===== src/rtl/ex_operand_stage_pkg.sv =====
`default_nettype none
// ============================================================================
//  Module      : ex_operand_stage_pkg
//  Description : Shared control encodings for the EX operand stage:
//                immediate-extension selectors, ALU opcodes and the
//                field widths used across the ID/EX boundary.
//  Revision    : 1.0 - initial release
// ============================================================================
package ex_operand_stage_pkg;

    // Field widths of the ID/EX instruction fields
    localparam int REG_W   = 5;
    localparam int IMM_W   = 16;
    localparam int ALUOP_W = 4;
    localparam int EXTOP_W = 2;

    // Immediate extension selector; the reserved code behaves like zero-extend
    typedef enum logic [EXTOP_W-1:0] {
        EXTOP_ZERO = 2'b00,
        EXTOP_SIGN = 2'b01,
        EXTOP_LUI  = 2'b10,
        EXTOP_RSVD = 2'b11
    } extop_e;

    // ALU operation codes; every 4-bit value is named so a cast is total
    typedef enum logic [ALUOP_W-1:0] {
        ALUOP_ADD  = 4'h0,
        ALUOP_SUB  = 4'h1,
        ALUOP_AND  = 4'h2,
        ALUOP_OR   = 4'h3,
        ALUOP_XOR  = 4'h4,
        ALUOP_NOR  = 4'h5,
        ALUOP_SLT  = 4'h6,
        ALUOP_SLTU = 4'h7,
        ALUOP_SLL  = 4'h8,
        ALUOP_SRL  = 4'h9,
        ALUOP_SRA  = 4'hA,
        ALUOP_SLLV = 4'hB,
        ALUOP_SRLV = 4'hC,
        ALUOP_SRAV = 4'hD,
        ALUOP_LUI  = 4'hE,
        ALUOP_PASS = 4'hF
    } aluop_e;

    // Register index that is hard-wired to zero and never forwarded
    localparam logic [REG_W-1:0] ZERO_REG = '0;

endpackage
`default_nettype wire


===== src/rtl/ex_operand_stage_fwd_mux.sv =====
`default_nettype none
// ============================================================================
//  Module      : fwd_mux
//  Description : Operand forwarding selector for one EX source register.
//                EX/MEM producer wins over MEM/WB; register 0 is never
//                forwarded.
//  Revision    : 1.0 - initial release
// ============================================================================
module fwd_mux
    import ex_operand_stage_pkg::*;
#(
    parameter int XLEN = 32
) (
    input  logic [REG_W-1:0] ex_reg,
    input  logic [XLEN-1:0]  reg_data,
    input  logic             mem_regwrite,
    input  logic [REG_W-1:0] mem_rd,
    input  logic [XLEN-1:0]  mem_result,
    input  logic             wb_regwrite,
    input  logic [REG_W-1:0] wb_rd,
    input  logic [XLEN-1:0]  wb_result,
    output logic [XLEN-1:0]  fwd_data
);

    logic w_mem_hit;
    logic w_wb_hit;

    assign w_mem_hit = mem_regwrite && (mem_rd != ZERO_REG) && (mem_rd == ex_reg);
    assign w_wb_hit  = wb_regwrite  && (wb_rd  != ZERO_REG) && (wb_rd  == ex_reg);

    // Pick the youngest in-flight producer of the register, else the latched value
    always_comb begin
        fwd_data = reg_data;
        if (w_mem_hit) begin
            fwd_data = mem_result;
        end else if (w_wb_hit) begin
            fwd_data = wb_result;
        end
    end

endmodule
`default_nettype wire


===== src/rtl/ex_operand_stage.sv =====
`default_nettype none
// ============================================================================
//  Module      : ex_operand_stage
//  Description : ID/EX pipeline latch with immediate extension, operand
//                forwarding from EX/MEM and MEM/WB, and load-use hazard
//                detection against the instruction currently in ID.
//  Revision    : 1.0 - initial release
// ============================================================================
module ex_operand_stage
    import ex_operand_stage_pkg::*;
#(
    parameter int XLEN = 32
) (
    input  logic                 clk,
    input  logic                 rst_n,
    input  logic                 stall,
    input  logic                 flush,
    input  logic                 id_valid,
    input  logic                 id_regwrite,
    input  logic                 id_memread,
    input  logic                 id_alusrc,
    input  logic [EXTOP_W-1:0]   id_extop,
    input  logic [XLEN-1:0]      id_rs_data,
    input  logic [XLEN-1:0]      id_rt_data,
    input  logic [REG_W-1:0]     id_rs,
    input  logic [REG_W-1:0]     id_rt,
    input  logic [REG_W-1:0]     id_rd,
    input  logic [REG_W-1:0]     id_shamt,
    input  logic [IMM_W-1:0]     id_imm,
    input  logic [ALUOP_W-1:0]   id_aluop,
    input  logic                 mem_regwrite,
    input  logic [REG_W-1:0]     mem_rd,
    input  logic [XLEN-1:0]      mem_result,
    input  logic                 wb_regwrite,
    input  logic [REG_W-1:0]     wb_rd,
    input  logic [XLEN-1:0]      wb_result,
    output logic [XLEN-1:0]      busA,
    output logic [XLEN-1:0]      busB,
    output logic [ALUOP_W-1:0]   ALUop,
    output logic [REG_W-1:0]     s,
    output logic [XLEN-1:0]      ex_store_data,
    output logic [REG_W-1:0]     ex_rd,
    output logic                 ex_valid,
    output logic                 ex_regwrite,
    output logic                 ex_memread,
    output logic                 load_use_hazard
);

    // EX latch contents
    logic               r_valid;
    logic               r_regwrite;
    logic               r_memread;
    logic               r_alusrc;
    logic [XLEN-1:0]    r_rs_data;
    logic [XLEN-1:0]    r_rt_data;
    logic [REG_W-1:0]   r_rs;
    logic [REG_W-1:0]   r_rt;
    logic [REG_W-1:0]   r_rd;
    logic [REG_W-1:0]   r_shamt;
    logic [XLEN-1:0]    r_imm_ext;
    aluop_e             r_aluop;

    logic [XLEN-1:0]    w_imm_ext;
    logic [XLEN-1:0]    w_imm_zext;
    logic [XLEN-1:0]    w_rs_fwd;
    logic [XLEN-1:0]    w_rt_fwd;
    logic               w_rd_match;

    assign w_imm_zext = {{(XLEN-IMM_W){1'b0}}, id_imm};

    // Extend the ID immediate so the latch holds the final operand value
    always_comb begin
        w_imm_ext = w_imm_zext;
        case (id_extop)
            EXTOP_SIGN: w_imm_ext = {{(XLEN-IMM_W){id_imm[IMM_W-1]}}, id_imm};
            EXTOP_LUI:  w_imm_ext = w_imm_zext << IMM_W;
            default:    w_imm_ext = w_imm_zext;
        endcase
    end

    // ID/EX latch: flush inserts a bubble (even under stall), stall holds
    always_ff @(posedge clk or negedge rst_n) begin
        if (!rst_n) begin
            r_valid    <= 1'b0;
            r_regwrite <= 1'b0;
            r_memread  <= 1'b0;
            r_alusrc   <= 1'b0;
            r_rs_data  <= '0;
            r_rt_data  <= '0;
            r_rs       <= '0;
            r_rt       <= '0;
            r_rd       <= '0;
            r_shamt    <= '0;
            r_imm_ext  <= '0;
            r_aluop    <= ALUOP_ADD;
        end else if (flush) begin
            r_valid    <= 1'b0;
            r_regwrite <= 1'b0;
            r_memread  <= 1'b0;
            r_alusrc   <= 1'b0;
            r_rs_data  <= '0;
            r_rt_data  <= '0;
            r_rs       <= '0;
            r_rt       <= '0;
            r_rd       <= '0;
            r_shamt    <= '0;
            r_imm_ext  <= '0;
            r_aluop    <= ALUOP_ADD;
        end else if (!stall) begin
            r_valid    <= id_valid;
            r_regwrite <= id_regwrite;
            r_memread  <= id_memread;
            r_alusrc   <= id_alusrc;
            r_rs_data  <= id_rs_data;
            r_rt_data  <= id_rt_data;
            r_rs       <= id_rs;
            r_rt       <= id_rt;
            r_rd       <= id_rd;
            r_shamt    <= id_shamt;
            r_imm_ext  <= w_imm_ext;
            r_aluop    <= aluop_e'(id_aluop);
        end
    end

    fwd_mux #(
        .XLEN         (XLEN)
    ) u_fwd_rs (
        .ex_reg       (r_rs),
        .reg_data     (r_rs_data),
        .mem_regwrite (mem_regwrite),
        .mem_rd       (mem_rd),
        .mem_result   (mem_result),
        .wb_regwrite  (wb_regwrite),
        .wb_rd        (wb_rd),
        .wb_result    (wb_result),
        .fwd_data     (w_rs_fwd)
    );

    fwd_mux #(
        .XLEN         (XLEN)
    ) u_fwd_rt (
        .ex_reg       (r_rt),
        .reg_data     (r_rt_data),
        .mem_regwrite (mem_regwrite),
        .mem_rd       (mem_rd),
        .mem_result   (mem_result),
        .wb_regwrite  (wb_regwrite),
        .wb_rd        (wb_rd),
        .wb_result    (wb_result),
        .fwd_data     (w_rt_fwd)
    );

    // Store data always carries rt, even when busB is the immediate
    assign busA          = w_rs_fwd;
    assign busB          = r_alusrc ? r_imm_ext : w_rt_fwd;
    assign ex_store_data = w_rt_fwd;

    // Control outputs straight from the latch; write/read strobes gated by valid
    assign ALUop       = r_aluop;
    assign s           = r_shamt;
    assign ex_rd       = r_rd;
    assign ex_valid    = r_valid;
    assign ex_regwrite = r_valid & r_regwrite;
    assign ex_memread  = r_valid & r_memread;

    // A load in EX feeding the instruction in ID cannot be forwarded in time
    assign w_rd_match      = (r_rd == id_rs) || (r_rd == id_rt);
    assign load_use_hazard = ex_memread && (r_rd != ZERO_REG) && id_valid && w_rd_match;

endmodule
`default_nettype wire


===== config.mk =====
export PLATFORM = sky130hd
export DESIGN_NAME = ex_operand_stage
export DESIGN_NICKNAME = d
export VERILOG_FILES = /design/src/rtl/ex_operand_stage_pkg.sv /design/src/rtl/ex_operand_stage_fwd_mux.sv /design/src/rtl/ex_operand_stage.sv
export SDC_FILE = /design/constraint.sdc
export NUM_CORES = 1
export LEC_CHECK = 0
export CAP_MARGIN = 20
export CORE_ASPECT_RATIO = 0.7
export CORE_MARGIN = 2
export CORE_UTILIZATION = 44
export DETAILED_ROUTE_END_ITERATION = 6
export HOLD_SLACK_MARGIN = 0.08
export PLACE_DENSITY = 0.81
export SETUP_SLACK_MARGIN = 0.4
export SYNTH_ARGS = -nofsm -noshare
export SYNTH_HDL_FRONTEND = slang
export SYNTH_SLANG_ARGS = --single-unit

===== constraint.sdc =====
create_clock -name clk -period 3 [get_ports clk]
set_input_delay 0.75 -clock clk [delete_from_list [all_inputs] [get_ports clk]]
set_output_delay 0.75 -clock clk [all_outputs]
set_load 0.01 [all_outputs]

==> results of run 1 <==
-- worst register-to-register path, delay by kind of cell (launching register included) --
kind,cells,cell delay [ns]
mux,1,0.16
simple gates,1,0.06
buf+inv,1,0.20
flops,1,0.51
-- final cells by class --
type                    count  area, µm²
well taps                 225        282
flip-flops and latches    124       3110
multi-input cells         564       4590
clock inverters            11        119
diodes                      1       2.50
fillers                  1123       3720
inverters                  34        128
clock buffers              20        447
repair buffers            430       4150
-- what timing repair did --
item                                    in CTS  in global routing
buffers inserted                            45                 13
gates cloned                                 6                  3
gates resized for setup                    466                 44
hold buffers                                 0                  0
pin swaps                                   42                 31
endpoints found under the setup margin      97                 97
-- routing by layer --
metal / share of wire, % / track usage, % / vias to the layer above / routed length, µm
met3: 8.3 / 9.13 / 49 / 2480
met4: 2.3 / 9.67 / 2 / 685
li1: - / - / 3539 / -
met1: 43 / 42.4 / 3733 / 12800
met2: 46 / 51.2 / 350 / 13700
met5: 0.044 / 0 / - / 13
-- final timing paths --
check	to	slack, ns	cells past startpoint
setup / recovery	busB[8]	-0.42	10
hold / removal	r_rt_data[13]	0.31	1
setup reg to reg	r_alusrc	1.93	3
hold reg to reg	r_imm_ext[25]	0.49	2
max in group asynchronous	r_rs_data[2]	1.97	2
min in group clk	r_imm_ext[25]	0.49	2
-- registers in the layout (all words and copies together), names as in the netlist --
signal / count
r_regwrite: 1
r_rs_data: 32
ex_rd: 5
r_alusrc: 1
s: 5
r_imm_ext: 32
r_rs: 5
r_rt: 5
r_rt_data: 32
r_memread: 1
ALUop: 4
ex_valid: 1
-- power groups by stage --
stage	Combinational (mW)	Sequential, mW	Clock [mW]
finish	1.32	1.84	2.01
global route	1.40	1.85	2.12
global placement	1.28	1.87	0
CTS	1.30	1.84	2.02
floorplan	0.558	1.85	0
detailed placement	1.30	1.87	0
-- kinds of logic (layout without fill, tap and decap cells) --
logic type / after synthesis / count (layout)
and+or+nand+nor: 227 / 227
muxes: 156 / 156
AOI/OAI and AO/OA: 149 / 149
DFF: 124 / 124
buffers and inverters: 99 / 495
xor gates and xnor gates: 30 / 30
adders and majority gates: 2 / 2
other: 0 / 1
-- layout by cell type, fill, tap and decap left out, types with 6 or more instances in the layout --
cell type        instances
a21oi_1                 16
a21oi_2                 31
a221oi_2                29
a22o_1                  16
buf_12                  26
buf_16                   6
buf_2                   94
buf_4                   59
buf_6                   45
clkbuf_16               20
clkdlybuf4s50_1        186
dfrtp_1                123
dlygate4sd2_1            7
inv_1                   34
mux2i_1                123
mux2i_4                 32
nand2_1                 48
nor2_1                 123
nor3_1                  36
o21ai_0                 17
o21ai_1                 32
xnor2_1                 10
xor2_1                  18
==> impl_metrics.py, run 1 <==
metrics = {
    "outcome": {
        "outcome": "finished with violations",
        "violations": "negative setup slack",
    },
    "placement": {
        "port_buffers": 303,
        "place_hpwl_um": 20200,
        "dp_slack_ns": -1.05,
        "dpl_cell_area_mm2": 0.0117,
        "place_congestion": 0.889,
        "dp_cells": 1310,
    },
    "power": {
        "p_seq_share_pct": 35.7,
        "cellPowerDensity_mw_per_mm2": 403,
        "p_leak_nw": 5.74,
        "power.internal_mw": 3.70,
        "total_power_mw": 5.17,
        "swShare_pct": 28.3,
        "p_sw_mw": 1.46,
        "vdd_ir_drop_max_mv": 0.396,
        "p_comb_share_pct": 25.5,
        "p_clk_share_pct": 38.8,
    },
    "clocking": {
        "cts_max_level": 4,
        "path_clk_slew_ns": 0.06,
        "cts_root_buf": "clkbuf_16",
        "cts_sinks": 124,
        "cts-buffers-inserted": 17,
        "clk_latency_ns": 0.41,
        "cts_tree": "done",
        "clockBufferDepth": 2,
    },
    "sta": {
        "fin_setup_tns_ns": -28.04,
        "drv_slew": 0,
        "setup_viol": 96,
        "rsz0062_at_grt": "true",
        "hold_viol": 0,
        "clock_skew_ns": 0,
        "worst_pin_slew_ns": 1.01,
        "fin_crit_sh_pct": 114,
        "max_clock_freq_mhz": 293,
        "min_period_ns": 3.42,
        "slew_headroom_pct": 32.4,
        "setup_ws_ns": -0.416,
        "hold_slack_ns": 0.315,
    },
    "grt": {
        "grt_max_degree": 68,
        "gr-total-overflow": 0,
        "grt_pass1_vias": 7780,
        "antenna_found_initial": 2,
        "grt_first_pass_wirelength_um": 44300,
        "grt_use_total_pct": 31.9,
    },
    "critical_path": {
        "worstPathArrival_ns": 2.67,
        "crit_path_top_delay_cell": "or4_4",
        "cp_common_cell": "buf_12",
        "worstSetupPathType": "primary input to primary output",
        "critPathRequiredTime_ns": 2.25,
        "rr_startpoint": "r_alusrc",
        "start_kind": "primary input",
        "end_kind": "primary output",
        "cpPeakStageDelay_ns": 0.51,
        "crit_start": "wb_rd[2]",
        "path_cells": "buf_6 > or4_4 > o21a_1 > nand4_4 > buf_12 > buf_16 > buf_12 > mux2i_4 > a221oi_2 > buf_2",
        "crit_family": "simple AND/OR/NAND/NOR gates",
        "worstPathMaxFanout": 6,
        "path_buf_inv": 5,
    },
    "logic_synthesis": {
        "synth_adder_area_share_pct": 0.332,
        "synth.net_count": 979,
        "synth_edf_count": 0,
        "synthMuxAreaShare_pct": 20.7,
        "synth_compound_area_share_pct": 15.0,
        "synthMostInstantiatedCell": "mux2i_1",
        "yosys.area_share.xor_xnor_pct": 3.49,
        "synthTopCellsByArea": "dfrtp_1 41%, mux2i_1 21%, nor2_1 6.3%",
        "ys_seq_area_share_pct": 41.2,
        "synth_seq_cells": 124,
        "async_flop_share_pct": 100,
        "synth_top_family_by_area": "multiplexers",
        "synth-simple-area-share_pct": 12.7,
        "synth_top_cell_by_area": "dfrtp_1",
        "synth_flop_cell": "dfrtp_1",
        "syn_avg_cell_area_um2": 9.58,
        "synthTopCellsByCount": "156 x mux2i_1, 126 x nor2_1, 124 x dfrtp_1",
        "synth_top_area_share_pct": 41.2,
        "synth.cell_area_mm2": 0.00754,
        "synth_warnings": 0,
        "syn_inst": 787,
        "synth.distinct_cells": 33,
    },
    "route": {
        "drcViolationCount": 0,
        "first_iter_violations": 692,
        "via_count": 7673,
        "drt_first_pass_iters": 5,
        "wl_um": 29700,
        "vias_per_cell": 5.45,
        "final_antenna_net_count": 0,
        "avgRoutedWirePerCell_um": 21.1,
    },
    "die": {
        "die-height_um": 114,
        "row_count": 39,
        "initial_core_util_pct": 45.6,
        "fp.dieW_um": 160,
        "die-area_mm2": 0.0182,
        "core_area_mm2": 0.0165,
        "io_pins": 304,
    },
    "final_layout": {
        "post-route-util_pct": 77.5,
        "syn_to_final_growth_pct": 70.2,
        "nets": 1363,
        "final_cells": 1409,
        "final_area_mm2": 0.0128,
        "final_layout_size_suffix_gt1_share_pct": 32.1,
    },
    "min_path": {
        "hold_path.class": "primary input to async pin",
    },
    "job": {
        "maxCapViolCount": 0,
    },
}
Note: power is estimated with default switching activity, not from simulation.
==> run 2: changes to the inputs <==
--- a/config.mk
+++ b/config.mk
@@ -13,6 +13,7 @@
 export HOLD_SLACK_MARGIN = 0.08
 export PLACE_DENSITY = 0.81
 export SETUP_SLACK_MARGIN = 0.4
+export SKIP_LAST_GASP = 1
 export SYNTH_ARGS = -nofsm -noshare
 export SYNTH_HDL_FRONTEND = slang
 export SYNTH_SLANG_ARGS = --single-unit
==> impl_metrics.py, run 2 (synthesis results as in run 1) <==
metrics = {
    "sta": {
        "clock_skew_ns": 0,
        "max_clock_freq_mhz": 292,
        "setup_ws_ns": -0.419,
        "fin_setup_tns_ns": -26.17,
        "min_period_ns": 3.42,
        "hold_slack_ns": 0.313,
        "worst_pin_slew_ns": 0.977,
        "drv_slew": 0,
        "setup_viol": 96,
        "rsz0062_at_grt": "true",
        "hold_viol": 0,
        "fin_crit_sh_pct": 114,
        "slew_headroom_pct": 34.5,
    },
    "die": {
        "fp.dieW_um": 160,
        "io_pins": 304,
        "row_count": 39,
        "initial_core_util_pct": 45.6,
        "die-height_um": 114,
        "core_area_mm2": 0.0165,
        "die-area_mm2": 0.0182,
    },
    "route": {
        "drt_first_pass_iters": 6,
        "wl_met3_um": 2740,
        "wl_met1_um": 12500,
        "via_count": 7631,
        "dr.max_layer_used": "met5",
        "wl_met2_um": 13700,
        "avgRoutedWirePerCell_um": 21.0,
        "first_iter_violations": 699,
        "drcViolationCount": 0,
        "wl_um": 29500,
        "vias_per_cell": 5.44,
        "final_antenna_net_count": 0,
    },
    "final_layout": {
        "multi_input_area_mm2": 0.00460,
        "final_layout_size_suffix_gt1_share_pct": 31.9,
        "final_common_cell": "clkdlybuf4s50_1",
        "post-route-util_pct": 77.1,
        "fill_cells": 1138,
        "largest_registers": "r_imm_ext (32), r_rs_data (32), r_rt_data (32)",
        "final_area_mm2": 0.0128,
        "final_cell_mix": "186 x clkdlybuf4s50_1, 123 x dfrtp_1, 123 x nor2_1",
        "nets": 1358,
        "syn_to_final_growth_pct": 69.3,
        "final_cells": 1404,
        "regArea_mm2": 0.00311,
    },
    "placement": {
        "place_congestion": 0.889,
        "dpl_cell_area_mm2": 0.0117,
        "dp_cells": 1310,
        "place_hpwl_um": 20200,
        "port_buffers": 303,
        "dp_slack_ns": -1.05,
    },
    "critical_path": {
        "path_cells": "buf_6 > or4_4 > o21a_1 > nand4_4 > buf_12 > buf_16 > buf_12 > mux2i_4 > a221oi_2 > buf_2",
        "end_kind": "primary output",
        "crit_path_top_delay_cell": "or4_4",
        "cpPeakStageDelay_ns": 0.51,
        "start_kind": "primary input",
        "worstSetupPathType": "primary input to primary output",
        "worstPathArrival_ns": 2.67,
        "cp_common_cell": "buf_12",
        "worstPathMaxFanout": 6,
        "critPathRequiredTime_ns": 2.25,
    },
    "clocking": {
        "ctsHoldBuffers": 0,
        "cts-buffers-inserted": 17,
        "cts_max_level": 4,
        "cts_sinks": 124,
        "cts_root_buf": "clkbuf_16",
        "path_clk_slew_ns": 0.06,
        "cts_tree": "done",
        "clockBufferDepth": 2,
        "clk_latency_ns": 0.41,
    },
    "power": {
        "total_power_mw": 5.16,
        "p_leak_nw": 5.70,
        "vdd_ir_drop_max_mv": 0.395,
        "cellPowerDensity_mw_per_mm2": 405,
    },
    "grt": {
        "grt_first_pass_wirelength_um": 44200,
        "grt_use_total_pct": 31.9,
        "grt_pass1_vias": 7754,
        "antenna_found_initial": 2,
        "grt_max_degree": 68,
        "gr-total-overflow": 0,
    },
    "outcome": {
        "violations": "negative setup slack",
        "outcome": "finished with violations",
    },
    "job": {
        "maxCapViolCount": 0,
    },
    "min_path": {
        "hold_path.class": "primary input to async pin",
    },
}
-- run 2: cell count changes in the layout (fill, tap and decap cells not counted), sizes merged --
cell	before	now
buf	231	225
clkbuf	24	25
-- run 2: worst max-delay path, delay by kind of cell --
kind	cells	cell delay, ns
mux	1	0.25
buf+inv	5	0.67
compound gates	2	0.30
simple gates	2	0.67
-- run 2: final timing paths --
path / start / to / slack [ns] / cells past startpoint
max: wb_rd[2] / busB[10] / -0.42 / 10
min: rst_n / r_rt_data[13] / 0.31 / 1
max reg2reg: r_alusrc / r_alusrc / 1.92 / 3
min reg2reg: r_imm_ext[25] / r_imm_ext[25] / 0.49 / 2
max in group asynchronous: rst_n / r_rs_data[2] / 1.97 / 2
min in group clk: r_imm_ext[25] / r_imm_ext[25] / 0.49 / 2
-- run 2: report_power, final --
part	internal (mW)	switching (mW)
combinational	0.706	0.608
sequential	1.76	0.0829
clock	1.23	0.770
-- run 2: final cells by class --
cell class,count,share of cell area [%]
multi-input combinational,564,36.0
timing repair buffer,425,32.0
sequential,124,24.3
clock buffer,20,3.50
tap,225,2.21
inverter,34,1.00
clock inverter,11,0.932
antenna,1,0.0196
-- run 2: metal layers --
layer  track usage [%]  vias to the layer above
met3              8.95                       45
met1              42.4                     3681
met2              51.3                      375
met5                 0                        -
li1                  -                     3528
met4              9.67                        2
-- run 2: timing repair --
| item | CTS | global route |
|---|---|---|
| setup buffers | 45 | 8 |
| gates resized for setup | 460 | 45 |
| cloned | 6 | 3 |
| setup endpoints to repair | 97 | 97 |
| pin swaps | 42 | 24 |
